[src/rtl/color_pkg.sv]
// Shared widths and state encoding for the colour cache reader and write-back packer.
package color_pkg;

  localparam int unsigned N_CH   = 3;
  localparam int unsigned BYTE_W = 8;
  localparam int unsigned WORD_W = 16;
  localparam int unsigned MEM_W  = 32;
  localparam int unsigned CH_W   = 2;

  typedef enum logic [1:0] {
    FILL_HI,
    FILL_LO,
    DRAIN,
    DONE
  } pack_state_t;

  // Zero-extend a packed channel word to the memory data width.
  function automatic logic [MEM_W-1:0] zext_word(input logic [WORD_W-1:0] w);
    return {{(MEM_W - WORD_W){1'b0}}, w};
  endfunction

endpackage

[src/rtl/color_write_packer_wrap_counter.sv]
// Falling-edge address counter that steps MIN..MAX and wraps back to MIN.
module wrap_counter #(
  parameter int unsigned       WIDTH = 16,
  parameter logic [WIDTH-1:0]  MIN   = '0,
  parameter logic [WIDTH-1:0]  MAX   = '1
) (
  input  logic             clk,
  input  logic             rst,
  input  logic             en,
  output logic [WIDTH-1:0] q
);

  logic [WIDTH-1:0] q_q, q_d;

  // Next value: hold, or advance with an explicit compare against MAX (not overflow).
  always_comb begin
    q_d = q_q;
    if (en) begin
      q_d = (q_q == MAX) ? MIN : q_q + WIDTH'(1);
    end
  end

  // Counter register, synchronous reset to MIN on the falling edge.
  always_ff @(negedge clk) begin
    if (rst) begin
      q_q <= MIN;
    end else begin
      q_q <= q_d;
    end
  end

  assign q = q_q;

endmodule

[src/rtl/color_write_packer.sv]
// Packs two consecutive bytes per channel into 16-bit words (high byte first)
// and drains ch0..ch2 as zero-extended 32-bit writes at wrapping addresses.
module color_write_packer
  import color_pkg::*;
#(
  parameter int unsigned        ADDR_W    = 16,
  parameter logic [ADDR_W-1:0]  BASE_ADDR = '0,
  parameter logic [ADDR_W-1:0]  LAST_ADDR = '1
) (
  input  logic                           clk,
  input  logic                           rst,
  input  logic                           px_valid,
  output logic                           px_ready,
  input  logic [0:N_CH-1][BYTE_W-1:0]    px_in,
  input  logic                           flush,
  input  logic                           mem_busy,
  output logic                           mem_we,
  output logic [ADDR_W-1:0]              mem_addr,
  output logic [MEM_W-1:0]               mem_do,
  output logic                           done
);

  pack_state_t                     state_q, state_d;
  logic [CH_W-1:0]                 ch_q, ch_d;
  logic [N_CH-1:0][WORD_W-1:0]     hold_q, hold_d;
  logic                            flush_pend_q, flush_pend_d;
  logic                            we_q, we_d;
  logic                            done_q, done_d;
  logic [MEM_W-1:0]                do_q, do_d;
  logic                            accept;
  logic                            wr_done;

  assign px_ready = ~rst & ((state_q == FILL_HI) | (state_q == FILL_LO));
  assign accept   = px_valid & px_ready;
  assign wr_done  = (state_q == DRAIN) & we_q & ~mem_busy;

  wrap_counter #(
    .WIDTH (ADDR_W),
    .MIN   (BASE_ADDR),
    .MAX   (LAST_ADDR)
  ) u_addr (
    .clk (clk),
    .rst (rst),
    .en  (wr_done),
    .q   (mem_addr)
  );

  // Next-state, holding-register and write-port logic.
  always_comb begin
    state_d      = state_q;
    ch_d         = ch_q;
    hold_d       = hold_q;
    flush_pend_d = flush_pend_q;
    we_d         = we_q;
    do_d         = do_q;
    done_d       = 1'b0;

    unique case (state_q)
      FILL_HI: begin
        if (accept) begin
          for (int unsigned c = 0; c < N_CH; c++) begin
            hold_d[c[CH_W-1:0]][WORD_W-1:BYTE_W] = px_in[c[CH_W-1:0]];
          end
          // A flush arriving with the first byte closes the pair early.
          if (flush) flush_pend_d = 1'b1;
          state_d = FILL_LO;
        end else if (flush) begin
          state_d = DONE;
          done_d  = 1'b1;
        end
      end

      FILL_LO: begin
        if (accept || flush || flush_pend_q) begin
          for (int unsigned c = 0; c < N_CH; c++) begin
            hold_d[c[CH_W-1:0]][BYTE_W-1:0] = accept ? px_in[c[CH_W-1:0]] : '0;
          end
          flush_pend_d = flush_pend_q | flush;
          ch_d         = '0;
          we_d         = 1'b1;
          do_d         = zext_word(hold_d[0]);
          state_d      = DRAIN;
        end
      end

      DRAIN: begin
        if (flush) flush_pend_d = 1'b1;
        if (wr_done) begin
          if (ch_q == CH_W'(N_CH - 1)) begin
            we_d         = 1'b0;
            ch_d         = '0;
            flush_pend_d = 1'b0;
            if (flush_pend_q || flush) begin
              state_d = DONE;
              done_d  = 1'b1;
            end else begin
              state_d = FILL_HI;
            end
          end else begin
            ch_d = ch_q + CH_W'(1);
            do_d = zext_word(hold_q[ch_q + CH_W'(1)]);
          end
        end
      end

      DONE: begin
        state_d = FILL_HI;
      end

      default: begin
        state_d = FILL_HI;
      end
    endcase
  end

  // State and output registers, synchronous reset on the falling edge.
  always_ff @(negedge clk) begin
    if (rst) begin
      state_q      <= FILL_HI;
      ch_q         <= '0;
      hold_q       <= '0;
      flush_pend_q <= 1'b0;
      we_q         <= 1'b0;
      do_q         <= '0;
      done_q       <= 1'b0;
    end else begin
      state_q      <= state_d;
      ch_q         <= ch_d;
      hold_q       <= hold_d;
      flush_pend_q <= flush_pend_d;
      we_q         <= we_d;
      do_q         <= do_d;
      done_q       <= done_d;
    end
  end

  assign mem_we = we_q;
  assign mem_do = do_q;
  assign done   = done_q;

endmodule

[config.mk]
export PLATFORM = sky130hd
export DESIGN_NAME = color_write_packer
export DESIGN_NICKNAME = d
export VERILOG_FILES = /design/src/rtl/color_pkg.sv /design/src/rtl/color_write_packer_wrap_counter.sv /design/src/rtl/color_write_packer.sv
export SDC_FILE = /design/constraint.sdc
export NUM_CORES = 1
export LEC_CHECK = 0
export CAP_MARGIN = 10
export CORE_MARGIN = 5
export CORE_UTILIZATION = 40
export CTS_BUF_LIST = sky130_fd_sc_hd__clkbuf_16
export DETAILED_ROUTE_END_ITERATION = 10
export REMOVE_ABC_BUFFERS = 1
export SETUP_SLACK_MARGIN = 0.02
export SYNTH_ARGS = -nofsm -noshare
export SYNTH_HDL_FRONTEND = slang
export SYNTH_HIERARCHICAL = 1
export SYNTH_SLANG_ARGS = --single-unit
[constraint.sdc]
create_clock -name clk -period 5.3 [get_ports clk]
set_clock_uncertainty 0.15 [all_clocks]
set_input_delay 0.53 -clock clk [delete_from_list [all_inputs] [get_ports clk]]
set_output_delay 0.53 -clock clk [all_outputs]
set_load 0.005 [all_outputs]
[Yosys cells after proc, flatten, opt, wreduce, memory -nomap -nowiden]
Index checks and enable logic that the tools add are counted.
Storage, ports and cells
  register bits after elaboration: 103
  word-level logic and storage cells: 85
Cells by class
  $add $sub $neg: 2
  magnitude comparators: 1
  eq/ne operators: 11
  multiplexer cells: 37
  bitwise gates (word level): 8
  reductions and logical operators: 13
Operator list (number)
  32-bit two-way mux: 3
  32-bit case mux with 2 select lines: 1
  16-bit binary-select mux with 2-bit select: 1
  16-bit two-way mux: 2
  8-bit two-way mux: 3
  2-bit two-way mux: 9
  16-bit by 1-bit adder with 16-bit output (second input constant): 1
  16-bit == test (second input constant): 1
  1-bit two-way mux: 13
  4-bit AND reduction: 3
  2-bit case mux with 4 select lines: 1
  2-bit == test (second input constant): 3
  2-bit by 1-bit inequality test with 1-bit output (second input constant): 3
  3-bit AND reduction: 2
  1-bit bitwise AND: 4
  2-bit inequality test (second input constant): 2
  1-bit case mux with 2 select lines: 2
  2-bit case mux with 2 select lines: 1
  2-bit AND reduction: 2
  1-bit logical OR: 3
  2-bit by 3-bit less-than comparator with 1-bit output (second input constant): 1
  3-bit inequality test (second input constant): 1
  1-bit case mux with 3 select lines: 1
  3-bit nonzero test: 1
  6 further kinds: 8

[Longest topological paths before layout]
  word-level depth: 8
  depth in mapped cells: 9

[Hierarchy]
The synthesis kept the hierarchy.
Modules (own cells, without submodules)
  color_write_packer: instances 1, cells each 381, area each 3364.5 µm², sequential area each 1421.4 µm²
  wrap_counter: instances 1, cells each 83, area each 759.5 µm², sequential area each 320.3 µm²

==> flow_summary.ini <==
[run_status]
status = finished clean

[grt]
antenna_found_initial = 0
gr-usage-met1_pct = 22.9
grt_max_degree = 39
busiest_layer = met2
grt_pass1_wl_mm = 19.2
met2_usage_pct = 28.8
grt_use_met3_pct = 8.42
overflow = 0
grtUsageTotal_pct = 18.7
grt_pass1_vias = 4007

[hold_path]
hp-class = reg2reg

[yosys]
syn_inst = 464
ys_seq_elements = 87
avgSynthCellArea_um2 = 8.89
netlist_area_um2 = 4120
ys_seq_area_share_pct = 42.2
synth_edf_count = 0
yosys.area.top_type = dfxtp_1
yosys-top-cells-count = dfxtp_1 (87), nand2_1 (67), nor2_1 (46)
synth_top_cell_area_share_pct = 42.2
synth-async-reset-ratio_pct = 0
synthTopCellsByArea = dfxtp_1 (42%), nand2_1 (6.1%), a22oi_1 (5.8%)
yosysMostFrequentCell = dfxtp_1
ys.flop_type = dfxtp_1
yosys.cell_types.count = 57
yosys_warnings = 6

[finish]
diodes = 0
nNetsFinal = 639
syn_to_final_growth_pct = 32.0
drive_gt1_share_pct = 10.8

[placement]
hpwl_mm = 7.57
portBuffers = 63
pre_cts_ws_ps = 183
routabilityCongestion = 0.844

[power_and_ir_drop]
power.density_nw_per_um2 = 346
p_leak_nw = 2.24
ir_worst_vdd_uv = 151

[die]
die_w_um = 112
chipHeight_um = 112
rows = 37
initial_utilization_pct = 40.5
core-area_um2 = 10200
ios = 80
design.die.area_um2 = 12400

[cts]
cts_max_level = 3
clockRootBuffer = clkbuf_16
cts_resized = 0
cts_made_buffers = 9
post-cts-setup-buffers = 0
hold_buffers = 0
path_clk_slew_ps = 30
cts.sinks = 87
clock_path_buffers = 2
cts_tree = built
clkLatencyLatePin_ps = 410

[worst_setup_path]
crit_path_cell_trace = clkdlybuf4s50_1
cp_top_family = buffers and inverters
startpoint_type = flip-flop
crit_required_ps = 4620
cp_num_buf_inv = 1
worstSetupPathType = reg2out
critPathSlowestCell = clkdlybuf4s50_1
arrival_ps = 4150
endpoint_kind = primary output
max_stage_delay_ps = 570
cp_max_fo = 7

[sta]
tns_ps = 0
hold_viol_final = 0
finalSetupViolCount = 0
worstMarginPinSlew_ps = 1000
drv_slew = 0
fin_hold_ws_ps = 301
rsz0062_at_grt = no
layout_setup_ws_ps = 475
maxSlewHeadroom_pct = 33.0

[detailed_routing]
routed_via_density = 5.27
drt_pass1_iterations = 6
ant_nets = 0
vias = 3935
drt-total-wl_mm = 11.5
drt_iter0_drc = 225
routedWlPerCell_um = 15.5
drc = 0

[job]
maxCapViolCount = 0
-- power breakdown --
group / total (mW) / internal [mW] / switching, mW
clock network: 0.980 / 0.514 / 0.467
registers: 0.713 / 0.686 / 0.0263
logic: 0.189 / 0.0884 / 0.101
total: 1.88 / 1.29 / 0.594
-- layout make-up --
class	count	area, um^2
Sequential cell	87	1740
Multi-Input combinational cell	329	2050
Timing Repair Buffer	80	766
Tap cell	136	170
Clock inverter	94	443
Inverter	12	45.0
Fill cell	995	4740
Clock buffer	9	225
-- routing by layer --
metal  share of wire (%)  routed length, um
met5                   0                  0
met1                  46               5270
met2                  48               5500
met4                0.57                 66
met3                 6.1                709
-- flip-flops by register name (all words and copies together) (netlist names) --
signal and flops:
ch_q 2, u_addr/q 16, mem_we 1, flush_pend_q 1, hold_q 48, state_q 2, mem_do 16, done 1
-- through the flow --
| step | instance area, um^2 | std cells | power, mW | util, % |
|---|---|---|---|---|
| 5_1_grt | 5440 | 747 | 2.03 | 53.4 |
| 3_5_place_dp | 4780 | 646 | 1.01 | 47.0 |
| 4_1_cts | 5440 | 747 | 1.91 | 53.4 |
| 2_1_floorplan | 3850 | 430 | 0.907 | - |
| 6_report | 5440 | 747 | 1.88 | 53.4 |
| 3_3_place_gp | 4780 | 646 | 1.01 | 47.0 |
-- cells by family (layout without fill, tap and decap cells) --
logic type      count (synthesis)  after routing  share of synthesized area, %
buf+inv                        63            195                          9.37
simple gates                  154            154                          18.0
mux                             8              8                          1.94
other cells                     1             16                        0.0909
xor+xnor                       12             12                          2.55
flops                          87             87                          42.2
compound gates                135            135                          24.6
fa+ha+maj                       4              4                          1.21
-- worst paths after layout --
check                           cells past startpoint   startpoint  slack [ps]           to
worst max-delay path                                1  u_addr/q[7]         470  mem_addr[7]
worst min-delay path                                2   hold_q[24]         300   hold_q[24]
worst max register to register                      7      ch_q[0]        1770   mem_do[15]
worst min register to register                      2   hold_q[24]         300   hold_q[24]
-- cell usage in the layout (no fill, tap or decap), types with 3 or more instances in the layout --
cell type,netlist,final
buf_4,21,16
a22oi_1,32,32
clkdlybuf4s50_1,0,62
nand4_1,8,8
or3_1,3,3
o21ai_0,4,4
mux2i_1,8,8
conb_1,1,16
a21oi_2,9,9
ha_1,4,4
o2bb2ai_1,8,8
clkbuf_16,0,9
inv_1,12,97
xnor2_1,5,5
nor3_1,4,4
a222oi_1,7,7
nand2b_1,3,3
o22ai_1,7,7
o31ai_2,8,8
nor2_1,46,46
nand2_1,67,67
a21oi_1,39,39
xor2_1,7,7
dfxtp_1,87,87
nand3_1,3,3
o31ai_1,7,7
-- worst reg2reg max path, stage by stage, from the launching register on --
cell,delay (ps)
dfxtp_1,720
inv_2,300
ha_1,600
buf_4,320
nor2_1,790
a21oi_1,190
o221ai_1,230
o211a_1,180
Note: power is estimated with default switching activity, not from simulation.
